--- src/rtl/r_cpu_pkg.sv ---
// Shared constants and types for the R-type CPU control path.
// Holds ALU operation codes, R-type funct codes and the sequencer state type.
package r_cpu_pkg;

  localparam logic [2:0] ALU_AND = 3'b000;
  localparam logic [2:0] ALU_OR  = 3'b001;
  localparam logic [2:0] ALU_XOR = 3'b010;
  localparam logic [2:0] ALU_NOR = 3'b011;
  localparam logic [2:0] ALU_ADD = 3'b100;
  localparam logic [2:0] ALU_SUB = 3'b101;
  localparam logic [2:0] ALU_SLT = 3'b110;
  localparam logic [2:0] ALU_SLL = 3'b111;

  localparam logic [5:0] FUNCT_ADD = 6'b100000;
  localparam logic [5:0] FUNCT_SUB = 6'b100010;
  localparam logic [5:0] FUNCT_AND = 6'b100100;
  localparam logic [5:0] FUNCT_OR  = 6'b100101;
  localparam logic [5:0] FUNCT_XOR = 6'b100110;
  localparam logic [5:0] FUNCT_NOR = 6'b100111;
  localparam logic [5:0] FUNCT_SLT = 6'b101010;
  localparam logic [5:0] FUNCT_SLL = 6'b000000;

  localparam logic [5:0] OPCODE_RTYPE = 6'b000000;

  typedef enum logic [2:0] {
    S_IDLE,
    S_FETCH,
    S_DECODE,
    S_EXEC,
    S_WB,
    S_HALT
  } seq_state_t;

endpackage

--- src/rtl/r_cpu_decode.sv ---
// Combinational funct decoder: maps an R-type funct field to an ALU operation
// and flags funct codes the ALU does not implement.
module r_cpu_decode
  import r_cpu_pkg::*;
(
  input  logic [5:0] funct,
  output logic       legal,
  output logic [2:0] alu_op
);

  always_comb begin
    legal  = 1'b1;
    alu_op = ALU_AND;
    case (funct)
      FUNCT_ADD: alu_op = ALU_ADD;
      FUNCT_SUB: alu_op = ALU_SUB;
      FUNCT_AND: alu_op = ALU_AND;
      FUNCT_OR:  alu_op = ALU_OR;
      FUNCT_XOR: alu_op = ALU_XOR;
      FUNCT_NOR: alu_op = ALU_NOR;
      FUNCT_SLT: alu_op = ALU_SLT;
      FUNCT_SLL: alu_op = ALU_SLL;
      default: begin
        legal  = 1'b0;
        alu_op = ALU_AND;
      end
    endcase
  end

endmodule

--- src/rtl/r_cpu_sequencer.sv ---
// Multi-cycle FETCH/DECODE/EXEC/WB sequencer for the R-type CPU: owns the IR,
// the retired-instruction counter, and the fetch/writeback strobes.
module r_cpu_sequencer
  import r_cpu_pkg::*;
#(
  parameter int unsigned COUNT_W = 16
) (
  input  logic               clk,
  input  logic               reset,
  input  logic               run,
  input  logic               step,
  input  logic [31:0]        Inst_code,
  output logic               IR_Write,
  output logic               PC_Write,
  output logic               Reg_Write,
  output logic [2:0]         ALU_OP,
  output logic [4:0]         rs,
  output logic [4:0]         rt,
  output logic [4:0]         rd,
  output logic [4:0]         shamt,
  output logic               busy,
  output logic               halted,
  output logic [COUNT_W-1:0] inst_count
);

  seq_state_t         state_q;
  seq_state_t         state_d;
  logic [31:0]        ir_q;
  logic [2:0]         alu_op_q;
  logic [COUNT_W-1:0] count_q;

  logic               dec_legal;
  logic [2:0]         dec_alu_op;
  logic               inst_legal;

  r_cpu_decode u_decode (
    .funct  (ir_q[5:0]),
    .legal  (dec_legal),
    .alu_op (dec_alu_op)
  );

  assign inst_legal = dec_legal && (ir_q[31:26] == OPCODE_RTYPE);

  always_ff @(posedge clk or negedge reset) begin
    if (!reset) begin
      state_q  <= S_IDLE;
      ir_q     <= '0;
      alu_op_q <= '0;
      count_q  <= '0;
    end else begin
      state_q <= state_d;
      if (state_q == S_FETCH) begin
        ir_q <= Inst_code;
      end
      if (state_q == S_DECODE && inst_legal) begin
        alu_op_q <= dec_alu_op;
      end
      if (state_q == S_WB) begin
        count_q <= count_q + COUNT_W'(1);
      end
    end
  end

  always_comb begin
    state_d = state_q;
    case (state_q)
      S_IDLE:   if (run || step) state_d = S_FETCH;
      S_FETCH:  state_d = S_DECODE;
      S_DECODE: state_d = inst_legal ? S_EXEC : S_HALT;
      S_EXEC:   state_d = S_WB;
      S_WB:     state_d = run ? S_FETCH : S_IDLE;
      S_HALT:   state_d = S_HALT;
      default:  state_d = S_IDLE;
    endcase
  end

  // Strobes come straight from the registered state and IR, so they cannot glitch.
  // ALU_OP shows the live decode during DECODE and the registered copy afterwards.
  always_comb begin
    IR_Write  = (state_q == S_FETCH);
    PC_Write  = (state_q == S_WB);
    Reg_Write = (state_q == S_WB) && (ir_q[15:11] != '0);
    busy      = (state_q != S_IDLE) && (state_q != S_HALT);
    halted    = (state_q == S_HALT);
    ALU_OP    = (state_q == S_DECODE) ? dec_alu_op : alu_op_q;
  end

  assign rs         = ir_q[25:21];
  assign rt         = ir_q[20:16];
  assign rd         = ir_q[15:11];
  assign shamt      = ir_q[10:6];
  assign inst_count = count_q;

endmodule

--- config.mk ---
export PLATFORM = sky130hd
export DESIGN_NAME = r_cpu_sequencer
export DESIGN_NICKNAME = d
export VERILOG_FILES = /design/src/rtl/r_cpu_pkg.sv /design/src/rtl/r_cpu_decode.sv /design/src/rtl/r_cpu_sequencer.sv
export SDC_FILE = /design/constraint.sdc
export NUM_CORES = 1
export LEC_CHECK = 0
export ABC_AREA = 1
export CAP_MARGIN = 20
export CELL_PAD_IN_SITES_DETAIL_PLACEMENT = 1
export CELL_PAD_IN_SITES_GLOBAL_PLACEMENT = 1
export CORE_UTILIZATION = 25
export DETAILED_ROUTE_END_ITERATION = 8
export PLACE_DENSITY = 0.67
export SYNTH_ARGS = -nofsm -noshare
export SYNTH_HDL_FRONTEND = slang
export SYNTH_SLANG_ARGS = --single-unit
--- constraint.sdc ---
create_clock -name clk -period 1.35 [get_ports clk]
set_clock_uncertainty 0.05 [all_clocks]
set_input_delay 0.27 -clock clk [delete_from_list [all_inputs] [get_ports clk]]
set_output_delay 0.27 -clock clk [all_outputs]
set_load 0.03 [all_outputs]
==> impl_metrics.toml <==
[status]
outcome = "finished, violations left"
failed_checks = "setup timing"

[critical_path]
startpoint_type = "flip-flop"
r2r_start = "state_q[0]$_DFFE_PN0P_"
required_ns = 1.03
crit_fanout = 5
crit_start = "ir_q[5]$_DFFE_PN0P_"
endpoint_kind = "output port"
crit_arrival_ns = 1.56
crit_type = "reg2out"

[clocking]
cts_root_buf = "clkbuf_8"
path_clk_slew_ns = 0.10
clock_latency_ns = 0.31
cts_tree = "yes"
numClockSinks = 54
clk_path_buf_depth = 2
cts_made_buffers = 5
h-tree-depth = 2

[power_and_ir_drop]
p_int_mw = 5.626
pwr-share-clk_pct = 11.4
max-vdd-ir-drop_uv = 756.5
power_frac_comb_pct = 61.0
power.density_nw_per_um2 = 2160
p_sw_mw = 4.288
p_total_mw = 9.914
seqPwrFrac_pct = 27.6
leakagePower_nw = 2.226
p_sw_share_pct = 43.25

[synth]
synthFlopType = "dfrtp_1"
synth-compound-area-share_pct = 3.598
syn_nets = 374
synth.area.mux_share_pct = 0
synth_edf_count = 0
avgSynthCellArea_um2 = 7.945
yosys.area_share.simple_pct = 30.65
ys_ff_latch = 54
synth_top_family_by_area = "simple AND/OR/NAND/NOR gates"
synth_area_um2 = 2678
synthTopCellsByCount = "nand2_1, dfrtp_1, nor2_1"
synth_cells = 337
synthAdderAreaFrac_pct = 0.4673
synth-xor-area-share_pct = 3.925
synth_top_cell_area_share_pct = 50.47
synth_most_common_cell = "nand2_1"
yosysWarnings = 0
synth_largest_area_cell = "dfrtp_1"
synth.area.top_cells = "dfrtp_1, nand2_1, buf_4, nor2_1, inv_1"
seq_area_frac_synth_pct = 50.47
synthArstFlopShare_pct = 100.0
yosysUniqueCellTypes = 26

[global_route]
antenna_found_initial = 0
first_global_vias = 2703
gr-total-overflow = 0
grt_pass1_wl_um = 12770
grtUsageTotal_pct = 14.33
grt_start_max_net_pins = 55

[placement]
io_buffers = 79
post-dp-hpwl_um = 5471
gp_congestion = 0.7834
placed_cells = 564
pre_cts_slack_ns = -0.2660

[layout]
nets = 499
seq_area_um2 = 1365
syn_to_final_growth_pct = 71.40
drive_above_1_share_pct = 46.22
insertedDiodeCount = 0
fin_cells = 599
num-fill-cells = 1231
multi_input_area_um2 = 1338

[timing]
maxSlewHeadroom_pct = 79.30
max_freq_mhz = 532.4
drv_slew = 0
setup_slack_ns = -0.5282
fin_crit_sh_pct = 139.1
setup_violations = 59
fin_crit_ns = 1.878
worst_pin_slew_ns = 0.3106
hold_viol = 0
rsz0062_at_grt = "true"

[die]
die-width_um = 105.5
io_pins = 80
dieHeight_um = 105.5
start_util_pct = 25.82
rows = 37
coreArea_um2 = 10370
die_area_um2 = 11130

[min_path]
hold_path.class = "reg2reg"
hold_start = "ir_q[20]$_DFFE_PN0P_"

[routing]
vias = 2595
ant_nets = 0
drt-wirelength-per-cell_um = 13.03
dr.pass1.iters = 3
wirelength_um = 7805
avgViaCountPerCell = 4.332
drc = 0
drt_iter0_markers = 38

[flow_run]
maxCapViolations = 0
## routing by layer
metal  global-route usage [%]  part of all wire [%]
met1                    16.47                    42
met2                    27.30                    54
met3                    3.340                   4.1
met4                    2.083                  0.63
met5                        0                     0
## cells in the final DEF (no fill, tap or decap), drive strengths merged
master,count
xnor2,5
nor3,6
dfrtp,54
buf,100
nand3,9
o21ai,10
bufinv,1
clkinvlp,2
dlygate4sd3,1
nand4,6
nand2,142
inv,30
o41ai,2
ha,1
a21oi,2
clkdlybuf4s15,7
xor2,7
nor2,32
a31oi,3
nand3b,1
bufbuf,1
clkdlybuf4s50,34
clkbuf,6
or2,1
## path summary, 6_finish.rpt
check / slack (ns) / depth (start not counted) / endpoint
setup / recovery: -0.53 / 7 / ALU_OP[1]
hold / removal: 0.43 / 2 / ir_q[20]$_DFFE_PN0P_
setup reg to reg: -0.27 / 7 / inst_count[8]$_DFFE_PN0P_
hold reg to reg: 0.43 / 2 / ir_q[20]$_DFFE_PN0P_
max in group asynchronous: 0.55 / 3 / inst_count[0]$_DFFE_PN0P_
min in group asynchronous: 0.44 / 3 / inst_count[6]$_DFFE_PN0P_
## power by group through the flow
stage	clock network, mW	logic, mW	registers, mW
floorplan	0	2.88	2.70
global placement	0	4.48	2.64
detailed placement	0	4.60	2.67
CTS	1.17	5.63	2.69
global route	1.23	6.59	2.82
finish	1.13	6.05	2.74
## area by class of cell
class,instances,share of cell area (%)
timing repair buffer,144,31.68
sequential,54,29.74
multi-input combinational,227,29.14
tap,136,3.708
inverter,29,2.890
clock buffer,5,1.499
clock inverter,3,0.9815
timing repair inverter,1,0.3544
## critical path, stage by stage (launching register included)
cell	delay (ns)
dfrtp_1	0.42
inv_2	0.07
nor2_4	0.14
nand3_2	0.11
nand2_2	0.10
inv_4	0.06
a31oi_4	0.19
buf_6	0.16
## flip-flops by register name, summed over array words and instances (netlist names)
name	count
ir_q	32
inst_count	16
state_q	3
alu_op_q	3
## kinds of logic (layout without fill, tap and decap cells)
| kind of cell | after synthesis | in the layout |
|---|---|---|
| adders and majority gates | 1 | 1 |
| and+or+nand+nor | 197 | 197 |
| xor gates and xnor gates | 12 | 12 |
| AOI/OAI and AO/OA | 17 | 17 |
| DFF | 54 | 54 |
| buffers and inverters | 56 | 182 |
## repair_timing
| item | CTS | global route |
|---|---|---|
| endpoints found under the hold margin | 54 | 0 |
| hold buffers | 1 | 0 |
| pin swaps | 16 | 26 |
| gates resized for setup | 109 | 73 |
| setup endpoints to repair | 73 | 75 |
| buffers inserted | 9 | 20 |
| cloned | 2 | 1 |
## stage by stage
step                      instance area [um^2]  hold WS (ns)  utilization [%]  TNS (ns)
after floorplan                           2780      -0.07559                -    -3.528
after global placement                    3815        0.2480            36.79    -5.681
after detailed placement                  3815        0.2505            36.79    -7.576
after CTS                                 4299        0.4243            41.46    -9.686
after global routing                      4589        0.4416            44.26    -15.27
final                                     4589        0.4287            44.26    -10.04
(Power assumes the default switching activity.)
==> edit 1 (same flow settings) <==
Register the outputs `rs`, `rt`, `rd` and `shamt`; this adds one clock of latency there. The other outputs are not delayed to match.
--- a/src/rtl/r_cpu_sequencer.sv
+++ b/src/rtl/r_cpu_sequencer.sv
@@ -86,8 +86,10 @@
   end
 
-  assign rs         = ir_q[25:21];
-  assign rt         = ir_q[20:16];
-  assign rd         = ir_q[15:11];
-  assign shamt      = ir_q[10:6];
+  always_ff @(posedge clk) begin
+    rs    <= ir_q[25:21];
+    rt    <= ir_q[20:16];
+    rd    <= ir_q[15:11];
+    shamt <= ir_q[10:6];
+  end
   assign inst_count = count_q;
 
Function: changed (a bounded check fails within 4 cycles, from zero or initial values and one cycle with reset low).
==> edit 1 against the unedited design <==
- the run still ends with negative setup slack left
- power increased by 33%
- setup slack worse by 16 ps
- die area up 8.4%
- synthesized cell count shrank 3.3%
- sequential share of layout area is 3.0 points higher
- area after synthesis grew 8.6%
- cell count grew 4.7%
- non-clock buffer count rose by 2
- cell area grew 17%
- combinational power up 14%
- register-to-register slack got worse by 70 ps
- sequential cell count increased by 20
- routed wire length rose by 23%
- critical path type unchanged
- largest cell class is now flip-flops and latches
- highest routed layer unchanged
==> edit 1: results (changes against the unedited design) <==
[worst_setup_path]
r2r-start = state_q[0]
slowest_delay_ps = 430
crit_start = ir_q[3]
worst_r2r_path_depth = 9  ; +2
critPathTopFamily = flip-flops
crit_fanout = 3  ; -2
crit_path_end = ALU_OP[0]
rrSetupSlack_ps = -340  ; -70 ps
reg2reg_to = inst_count[11]

[synth]
synth_area_leaders = dfrtp_1, nand2_1, dfxtp_1, inv_1, nor2_1
synth.net_count = 363  ; -2.9%
synthTopCellsByCount = nand2_1, dfrtp_1, inv_1, nor2_1, dfxtp_1
synth-main-ff-cell = dfrtp_1
synth.distinct_cells = 27  ; +3.8%
ys_seq_area_frac = 0.603  ; +0.0980
avgSynthCellArea_um2 = 8.92  ; +12%
synthArstFlopShare = 0.730  ; -0.270

[final_layout]
largest_reg_flops = 32  ; unchanged
top_register = ir_q
n_fill_cell = 1243  ; +0.97%
nets = 516  ; +3.4%
drive_gt1_frac = 0.510  ; +0.0481

[run_status]
violations = negative setup slack
outcome = complete, but fails checks

[sta]
setup_slack_ps = -545  ; -16.5 ps
relSlewSlack = 0.742  ; -0.0509
timing.hold.ws_ps = 339  ; -90.0 ps
setup_viol = 62  ; +5.1%

[pwr]
p_leak_nw = 2.56  ; +15%
ir_drop_v = 0.000967  ; +28%

[cts]
clkTransAtPathRegs_ps = 70  ; -30 ps
h-tree-depth = 3  ; +1
clock_latency_ps = 340  ; +30 ps
post_cts_buffers = 31  ; +22
cts-buffers-inserted = 9  ; +4
cts_root_buf = clkbuf_16
cts-resized-gates = 153  ; +40%

[placement]
pre_cts_ws_ps = -218  ; +47.5 ps
place.gp.congestion = 0.765  ; -2.4%
dpl.hpwl_mm = 5.61  ; +2.5%
dp.cells = 573  ; +1.6%
dpl-instance-area_um2 = 4210  ; +10%

[route]
num_vias = 2754  ; +6.1%
wl_per_cell_um = 15.3  ; +17%
wirelength_mm = 9.56  ; +23%
dr.first_iter.drc_count = 96  ; +150%
first_pass_iters = 4  ; +1

[worst_hold_path]
min_from = ir_q[21]
whs_path_depth = 0  ; -2
hold-path-endpoint = rs[0]

[grt]
grt.total_usage = 0.156  ; +0.0128
grt_antenna_before_repair = 0  ; unchanged
grt_first_pass_wirelength_mm = 14.1  ; +10%

==> edit 1: cell types whose count changed after synthesis, sizes merged, moves of 3 or more <==
| cell | change |
|---|---|
| nor2 | -5 |
| buf | -18 |
| nand3 | +7 |
| nand2 | -11 |
| dfxtp | +20 |
| o21ai | -3 |
==> edit 1: per-stage QoR <==
step | setup TNS (ps) | util
after floorplan | -760 | -
after global placement | -4060 | 0.370
after detailed placement | -5760 | 0.370
after CTS | -14010 | 0.461
after global routing | -19780 | 0.474
final | -14590 | 0.474
==> edit 1: area by class of cell <==
type	count	area [um^2]	area share
clock buffers	10	229	0.0425
clock inverters	6	65.1	0.0121
inverters	29	133	0.0246
multi-input cells	216	1480	0.275
flip-flops and latches	74	1760	0.327
well taps	143	179	0.0332
repair buffers	146	1490	0.276
repair inverters	3	48.8	0.00906
==> edit 1: logic make-up (layout without fill, tap and decap cells) <==
logic type	count (synthesis)	after routing	share of synthesized area
DFF	74	74	0.603
AOI/OAI and AO/OA	14	14	0.0280
buffers and inverters	36	194	0.0512
adders and majority gates	1	1	0.00430
and+or+nand+nor	189	189	0.278
xor gates and xnor gates	12	12	0.0362
==> edit 1: per-layer routing <==
| metal | vias up | wire (um) | GRT usage |
|---|---|---|---|
| li1 | 1323 | - | - |
| met1 | 1361 | 3830 | 0.185 |
| met2 | 58 | 5240 | 0.281 |
| met3 | 12 | 324 | 0.0243 |
| met4 | 0 | 167 | 0.0600 |
| met5 | - | 0 | 0 |
==> edit 1: report_power, final <==
group | leakage, nW | internal, mW | switching [mW]
clock | 0.143 | 1.44 | 1.01
combinational | 1.57 | 3.26 | 3.66
sequential | 0.849 | 3.12 | 0.689
total | 2.56 | 7.82 | 5.36
==> edit 2 (same flow settings) <==
Made on the original files. Set the parameter `COUNT_W` to 18 (it was 16).
--- a/src/rtl/r_cpu_sequencer.sv
+++ b/src/rtl/r_cpu_sequencer.sv
@@ -4,5 +4,5 @@
   import r_cpu_pkg::*;
 #(
-  parameter int unsigned COUNT_W = 16
+  parameter int unsigned COUNT_W = 18
 ) (
   input  logic               clk,
Ports: changed (resized inst_count); port bits go from 80 to 82. The function was not compared with the original's and may differ.
==> edit 2 against the unedited design <==
- the run still ends with negative setup slack left
- register-to-register slack got worse by 180 ps
- power is 0.71% higher
- count of clock-buffer cells in the layout is 1 higher
- area after synthesis increased by 2.5%
- cell area increased by 4.3%
- hold slack got worse by 0.75 ps
- sequential share of layout area decreased by 0.14 points
- via count up 3.5%
- cell count grew 3.5%
- sequential cell count grew 2
- synthesized cell count rose by 0.59%
- setup slack got worse by 57 ps
- routed wire length grew 9.1%
==> edit 2: results (changes against the unedited design) <==
[route]
wirelength_mm = 8.52  ; +9.1%
dr_wl_met2_mm = 4.73  ; +13%
num_vias = 2687  ; +3.5%
dr.first_iter.drc_count = 35  ; -7.9%
wl_met1_mm = 3.49  ; +7.3%
wl_per_cell_um = 13.7  ; +5.4%
wl_met3_um = 272  ; -14%

[synth]
synthTopCellsByCount = nand2_1, dfrtp_1, inv_1, nor2_1, buf_4
synth.distinct_cells = 24  ; -7.7%
avgSynthCellArea_um2 = 8.10  ; +1.9%
synth_compound_area_frac = 0.0205  ; -0.0155
synth-main-ff-cell = dfrtp_1
muxShareOfSynthArea = 0.0123  ; +0.0123
synth_xor_area_frac = 0.0447  ; +0.00541
synth-adder-area-share = 0.00456  ; -0.000115
synth_area_leaders = dfrtp_1, nand2_1, buf_4, inv_1, nor2_1
synthArstFlopShare = 1.00  ; unchanged
ys_seq_area_frac = 0.510  ; +0.00581
synth.net_count = 376  ; +0.53%

[grt]
grt_util_met1 = 0.182  ; +0.0177
grt_use_met2 = 0.266  ; -0.00713
grt_first_pass_wirelength_mm = 13.3  ; +4.1%
grt_antenna_before_repair = 0  ; unchanged
met3_usage = 0.0310  ; -0.00239
grt.total_usage = 0.147  ; +0.00406
grt_max_degree = 57  ; +3.6%

[placement]
dp.cells = 576  ; +2.1%
pre_cts_ws_ps = -345  ; -78.9 ps
dpl-instance-area_um2 = 3980  ; +4.2%
dpl.hpwl_mm = 5.63  ; +2.8%
place.gp.congestion = 0.703  ; -10%
io_buffer_count = 81  ; +2.5%

[worst_setup_path]
crit_fanout = 6  ; +1
slowest_delay_ps = 400  ; -20 ps
arrival_ps = 1620  ; +60 ps

[sta]
tightest_slew_ps = 312  ; +1.09 ps
tns_ps = -18170  ; -8130 ps
setup_slack_ps = -586  ; -57.4 ps
setup_viol = 61  ; +3.4%

[cts]
h-tree-depth = 2  ; unchanged
post_cts_buffers = 17  ; +8
cts-resized-gates = 76  ; -30%
cts_root_buf = clkbuf_8
cts_buffer_depth = 2  ; unchanged

[final_layout]
largest_reg_flops = 32  ; unchanged
drive_gt1_frac = 0.459  ; -0.00353
top_register = ir_q
nets = 520  ; +4.2%

[run_status]
violations = negative setup slack
outcome = complete, but fails checks

[pwr]
p_leak_nw = 2.45  ; +9.9%
ir_drop_v = 0.000835  ; +10%

[worst_hold_path]
hp-class = flop to flop

-- edit 2: report_power, final --
group | total, mW | internal [mW] | switching [mW] | leakage (nW)
Sequential | 2.79 | 2.28 | 0.509 | 0.701
Combinational | 6.01 | 2.96 | 3.05 | 1.68
Clock | 1.18 | 0.608 | 0.574 | 0.0614
-- edit 2: final timing paths --
path / from / end / slack (ps) / cells after the start
max: state_q[1] / ALU_OP[1] / -590 / 5
min: ir_q[19] / ir_q[19] / 430 / 2
max reg2reg: state_q[1] / inst_count[15] / -450 / 10
min reg2reg: ir_q[19] / ir_q[19] / 430 / 2
max in group asynchronous: reset / ir_q[4] / 540 / 3
min in group asynchronous: reset / inst_count[7] / 440 / 3
-- edit 2: final cells by class --
cell class | count | area [um^2]
Clock buffer | 6 | 82.6
Clock inverter | 2 | 38.8
Fill cell | 1240 | 5670
Inverter | 29 | 114
Multi-Input combinational cell | 228 | 1360
Sequential cell | 56 | 1420
Tap cell | 136 | 170
Timing Repair Buffer | 163 | 1600
